File: src/rtl/issue_scoreboard.sv
// In-order N-way issue scoreboard: tracks in-flight register writes, selects the
// issuable prefix of the decode bundle and reports a bypass source per operand.
module issue_scoreboard #(
    parameter int unsigned ISSUE_W   = 2,
    parameter int unsigned WB_AGE    = 3,
    parameter int unsigned LAT_W     = 2,
    parameter int unsigned FLUSH_AGE = 1,
    localparam int unsigned STG_W    = $clog2(WB_AGE + 1),
    localparam int unsigned LANE_W   = (ISSUE_W > 1) ? $clog2(ISSUE_W) : 1
) (
    input  logic                             clk,
    input  logic                             resetn,
    input  logic                             stall_i,
    input  logic                             flush_i,
    input  logic [ISSUE_W-1:0]               valid_i,
    input  logic [ISSUE_W-1:0][4:0]          rs1_i,
    input  logic [ISSUE_W-1:0][4:0]          rs2_i,
    input  logic [ISSUE_W-1:0][4:0]          rd_i,
    input  logic [ISSUE_W-1:0]               we_i,
    input  logic [ISSUE_W-1:0][LAT_W-1:0]    lat_i,
    input  logic [ISSUE_W-1:0]               early_i,
    output logic [ISSUE_W-1:0]               issue_o,
    output logic [ISSUE_W-1:0][STG_W-1:0]    fwd_stg1_o,
    output logic [ISSUE_W-1:0][LANE_W-1:0]   fwd_lane1_o,
    output logic [ISSUE_W-1:0][STG_W-1:0]    fwd_stg2_o,
    output logic [ISSUE_W-1:0][LANE_W-1:0]   fwd_lane2_o
);

    localparam int unsigned NREG = 32;
    // Lookup result layout: {hazard, stage, lane}
    localparam int unsigned LK_W = STG_W + LANE_W + 1;

    logic [NREG-1:0]              busy_q, busy_d;
    logic [NREG-1:0][STG_W-1:0]   age_q,  age_d;
    logic [NREG-1:0][LAT_W-1:0]   rem_q,  rem_d;
    logic [NREG-1:0][LANE_W-1:0]  lane_q, lane_d;

    logic [ISSUE_W-1:0]              ready_c;
    logic [ISSUE_W-1:0]              issue_c;
    logic [ISSUE_W-1:0][STG_W-1:0]   stg1_c, stg2_c;
    logic [ISSUE_W-1:0][LANE_W-1:0]  lane1_c, lane2_c;

    logic [LK_W-1:0] lk1, lk2;
    logic            haz;
    logic            chain;

    // Operand lookup against the scoreboard; a hazard reports stage/lane 0.
    function automatic logic [LK_W-1:0] lookup(input logic [4:0] src, input logic early);
        logic              h;
        logic [STG_W-1:0]  stg;
        logic [LANE_W-1:0] ln;
        h   = 1'b0;
        stg = '0;
        ln  = '0;
        if (src != 5'd0 && busy_q[src]) begin
            if (rem_q[src] != '0 || (early && age_q[src] < STG_W'(2))) begin
                h = 1'b1;
            end else begin
                stg = age_q[src];
                ln  = lane_q[src];
            end
        end
        return {h, stg, ln};
    endfunction

    // Per-lane readiness, issue prefix and forwarding selection.
    always_comb begin
        ready_c = '0;
        issue_c = '0;
        stg1_c  = '0;
        stg2_c  = '0;
        lane1_c = '0;
        lane2_c = '0;
        lk1     = '0;
        lk2     = '0;
        haz     = 1'b0;
        chain   = !stall_i && !flush_i;
        for (int unsigned j = 0; j < ISSUE_W; j++) begin
            lk1 = lookup(rs1_i[j], early_i[j]);
            lk2 = lookup(rs2_i[j], early_i[j]);
            haz = lk1[LK_W-1] | lk2[LK_W-1];
            for (int unsigned i = 0; i < ISSUE_W; i++) begin
                if (i < j && valid_i[i] && we_i[i] && rd_i[i] != 5'd0) begin
                    if (rd_i[i] == rs1_i[j] || rd_i[i] == rs2_i[j]) begin
                        haz = 1'b1;
                    end
                    if (we_i[j] && rd_i[i] == rd_i[j]) begin
                        haz = 1'b1;
                    end
                end
            end
            // An older producer of rd still in flight would be overwritten.
            if (we_i[j] && rd_i[j] != 5'd0 && busy_q[rd_i[j]]
                && age_q[rd_i[j]] < STG_W'(WB_AGE)) begin
                haz = 1'b1;
            end
            ready_c[j] = valid_i[j] & ~haz;
            chain      = chain & ready_c[j];
            issue_c[j] = chain;
            if (valid_i[j]) begin
                stg1_c[j]  = lk1[LK_W-2 -: STG_W];
                lane1_c[j] = lk1[LANE_W-1:0];
                stg2_c[j]  = lk2[LK_W-2 -: STG_W];
                lane2_c[j] = lk2[LANE_W-1:0];
            end
        end
    end

    // Next-state: flush kill, ageing/retire, then new entries from issued lanes.
    always_comb begin
        busy_d = busy_q;
        age_d  = age_q;
        rem_d  = rem_q;
        lane_d = lane_q;
        for (int unsigned r = 1; r < NREG; r++) begin
            if (busy_q[r] && flush_i && age_q[r] <= STG_W'(FLUSH_AGE)) begin
                busy_d[r] = 1'b0;
                age_d[r]  = '0;
                rem_d[r]  = '0;
            end else if (busy_q[r] && !stall_i) begin
                if (age_q[r] == STG_W'(WB_AGE)) begin
                    busy_d[r] = 1'b0;
                    age_d[r]  = '0;
                    rem_d[r]  = '0;
                end else begin
                    age_d[r] = age_q[r] + 1'b1;
                    rem_d[r] = (rem_q[r] != '0) ? rem_q[r] - 1'b1 : '0;
                end
            end
        end
        for (int unsigned j = 0; j < ISSUE_W; j++) begin
            if (issue_c[j] && we_i[j] && rd_i[j] != 5'd0) begin
                busy_d[rd_i[j]] = 1'b1;
                age_d[rd_i[j]]  = STG_W'(1);
                rem_d[rd_i[j]]  = (lat_i[j] != '0) ? lat_i[j] - 1'b1 : '0;
                lane_d[rd_i[j]] = LANE_W'(j);
            end
        end
    end

    always_ff @(posedge clk or negedge resetn) begin
        if (!resetn) begin
            busy_q <= '0;
            age_q  <= '0;
            rem_q  <= '0;
            lane_q <= '0;
        end else begin
            busy_q <= busy_d;
            age_q  <= age_d;
            rem_q  <= rem_d;
            lane_q <= lane_d;
        end
    end

    assign issue_o     = issue_c;
    assign fwd_stg1_o  = stg1_c;
    assign fwd_lane1_o = lane1_c;
    assign fwd_stg2_o  = stg2_c;
    assign fwd_lane2_o = lane2_c;

endmodule

File: config.mk
export PLATFORM = sky130hd
export DESIGN_NAME = issue_scoreboard
export DESIGN_NICKNAME = d
export VERILOG_FILES = /design/src/rtl/issue_scoreboard.sv
export SDC_FILE = /design/constraint.sdc
export NUM_CORES = 1
export LEC_CHECK = 0
export CAP_MARGIN = 20
export CORE_MARGIN = 10
export CORE_UTILIZATION = 50
export CTS_BUF_LIST = sky130_fd_sc_hd__clkbuf_16
export DETAILED_ROUTE_END_ITERATION = 6
export HOLD_SLACK_MARGIN = 0.02
export MAX_ROUTING_LAYER = met4
export PLACE_DENSITY = 0.78
export SYNTH_ARGS = -nofsm -noshare
export SYNTH_HDL_FRONTEND = slang
export SYNTH_SLANG_ARGS = --single-unit
File: constraint.sdc
create_clock -name clk -period 4.5 [get_ports clk]
set_input_delay 0.9 -clock clk [delete_from_list [all_inputs] [get_ports clk]]
set_output_delay 0.9 -clock clk [all_outputs]
set_load 0.03 [all_outputs]
==> out/metrics.cfg <==
[critical_path]
crit_chain=clkdlybuf4s50_1, buf_4, buf_4, buf_4, nor3_1, a2111oi_2, buf_4, a2bb2oi_1, buf_4, o221ai_4, nor3_4, buf_4, buf_12
required_ps=3600
crit_top_cell=buf_4
cp.buffers_inverters=8
cp_data_arrival_time_ps=3560
cpMaxStageDelayCell=clkdlybuf4s50_1
slowest_delay_ps=460
endpoint_kind=output port
crit_family=buffers and inverters
cp_max_fo=8
r2r_slack_ps=470
critical_path_class=in -> out
start_kind=input pin

[floorplanning]
initial_core_util_pct=50.6
core_area_um2=37600
die_area_um2=46300
io-pin-count=58
die_w_um=215
die_y_um=215
rows=71

[detailed_routing]
routed.top_layer=met4
drtIter0Drc=2732
vias=18300
m1WireLength_um=31200
antenna_left=0
dr_wl_met2_um=35500
route.met3.wl_um=10900
vias_per_cell=7.20
wl_um=82100
route.detailed.drc=2
drt-wirelength-per-cell_um=32.3
drtPass1Iterations=7

[logic_synthesis]
synth_top_area_cell=dfrtp_1
syn_area_um2=19000
yosysSeqAreaShare_pct=25.3
yosys.area.top_type_share_pct=25.3
synth.area.top_cells=dfrtp_1 25%, mux4_2 25%, mux2i_1 6.4%, ha_1 4.1%, a21oi_1 2.7%
synth_edf_count=0
ys_ff_latch=192
synth_warnings=0
synth_cells=1840
async_flop_share_pct=100
syn-num-nets=1946
ys.flop_type=dfrtp_1
syn_area_per_cell_um2=10.3
synth_cell_types=76

[place]
dp_hpwl_um=61500
globalplace.congestion=1.08
io_buffers=57
dp_slack_ps=-433
post_dp_cell_area_um2=21700
dp_cells=2498

[pwr]
power.total_mw=8.15
max-vdd-ir-drop_mv=0.401
p_leak_nw=9.18
p_per_area_nw_per_um2=363

[flow_run]
cap_violations=0

[timing]
slew_viol_final=0
worst_slack_ps=39.7
finalCriticalPeriod_ps=4460
setup_violations=0
hold_viol=0
worst_pin_slew_ps=1100
slew_headroom_pct=26.7
period_share_pct=99.1
fin_skew_ps=21.9
fmax_mhz=224

[global_routing]
grtUsageTotal_pct=36.1
grt_pass1_vias=17800
grt.overflow.total=0
grt_pass1_wl_um=120000
grt_max_degree=80
antenna_found_initial=3

[status]
violations=design-rule violations
status=finished with violations

[cts]
cts_tree=done
cts_sinks=192
clkLatencyLatePin_ps=520
clk_pin_slew_worst_paths_ps=70
numCtsBuffers=17
h-tree-depth=4
root_buffer=clkbuf_16
clock_path_buffers=2

[cells_and_area]
fin_cells=2546
n_fill_cell=3100
drive_gt1_share_pct=31.5
postLayoutCellArea_um2=22500
nNetsFinal=2125
area_growth_syn_to_layout_pct=18.1

[min_path]
hold_path.class=in -> async

[cell families after synthesis]
kind of cell,share of synthesized area [%]
buffers and inverters,5.56
xor gates and xnor gates,0.691
adders and majority gates,4.08
and+or+nand+nor,17.2
muxes,34.3
AOI/OAI and AO/OA,12.9
DFF,25.3
[layout make-up]
| cell class | instances | area, um^2 | share of cell area (%) |
|---|---|---|---|
| diodes | 3 | 7.51 | 0.0334 |
| clock buffers | 17 | 425 | 1.89 |
| flip-flops and latches | 192 | 4800 | 21.4 |
| well taps | 511 | 639 | 2.85 |
| clock inverters | 15 | 126 | 0.562 |
| multi-input cells | 1397 | 13300 | 59.0 |
| repair buffers | 300 | 2780 | 12.4 |
| inverters | 111 | 417 | 1.85 |
[through the flow]
stage / hold WS (ps) / TNS (ps) / util (%)
floorplan: 441 / 0 / -
global placement: 397 / -965 / 57.7
detailed placement: 395 / -2540 / 57.7
CTS: 414 / -6.64 / 59.3
global route: 436 / -48.4 / 59.8
finish: 414 / 0 / 59.8
[routing by layer]
metal / global-route usage, % / vias to the layer above
met2: 51.5 / 1421
met4: 17.2 / 0
met5: - / -
met1: 46.0 / 9141
li1: - / 7467
met3: 11.3 / 295
[flip-flops by register name (all words and copies together), names as in the netlist]
name / flops
age_q: 64
rem_q: 64
lane_q: 32
busy_q: 32
[synthesized netlist by cell type, types with 6 or more instances]
library cell	instances
dfrtp_1	192
nor2b_1	25
a31o_2	6
nand3b_1	12
nor4b_1	23
or2_1	7
buf_4	12
nor3_2	7
nand2_1	89
nor3b_1	12
buf_2	33
nand3_1	35
xor2_1	10
o21bai_1	17
nand2b_1	42
and4_1	8
and3b_1	6
nand4_1	7
nor4_2	29
nor2_1	115
mux4_2	212
a21oi_1	104
nor4b_2	7
o211a_1	18
nor4_1	15
clkbuf_1	78
mux2_2	44
o21ai_0	97
a22oi_1	29
ha_1	62
or3_1	20
o211ai_1	39
nor3_1	64
inv_1	107
o21ai_1	9
a21o_1	12
mux2i_1	122
buf_1	13
o22ai_1	12
and3_1	17
[final timing paths]
path,cells after the start,startpoint,endpoint
setup / recovery,13,rs1_i[3],issue_o[1]
hold / removal,1,resetn,rem_q[10]$_DFF_PN0_
setup reg to reg,14,rem_q[58]$_DFF_PN0_,rem_q[7]$_DFF_PN0_
hold reg to reg,0,rem_q[1]$_DFF_PN0_,rem_q[1]$_DFF_PN0_
max in group asynchronous,2,resetn,lane_q[29]$_DFF_PN0_
min in group clk,0,rem_q[1]$_DFF_PN0_,rem_q[1]$_DFF_PN0_
[layout by cell type, fill, tap and decap left out, drive strengths merged, types with 71 or more instances in the layout]
cell / n
mux2i: 123
mux4: 212
inv: 118
dfrtp: 192
o21ai: 107
nor2: 116
a21oi: 104
buf: 267
nor3: 71
nand2: 89
[power breakdown]
group	total (mW)	switching, mW	internal [mW]
Clock	1.53	0.810	0.722
Combinational	3.50	1.80	1.70
Sequential	3.12	1.07	2.05
Total	8.15	3.68	4.47
[timing repair]
item                       CTS  global route
cloned                       0             1
setup endpoints to repair    4             4
pin swaps                    2             6
hold buffers                 0             0
resized for setup            9            21
setup buffers                0            12
(Power assumes the default switching activity.)
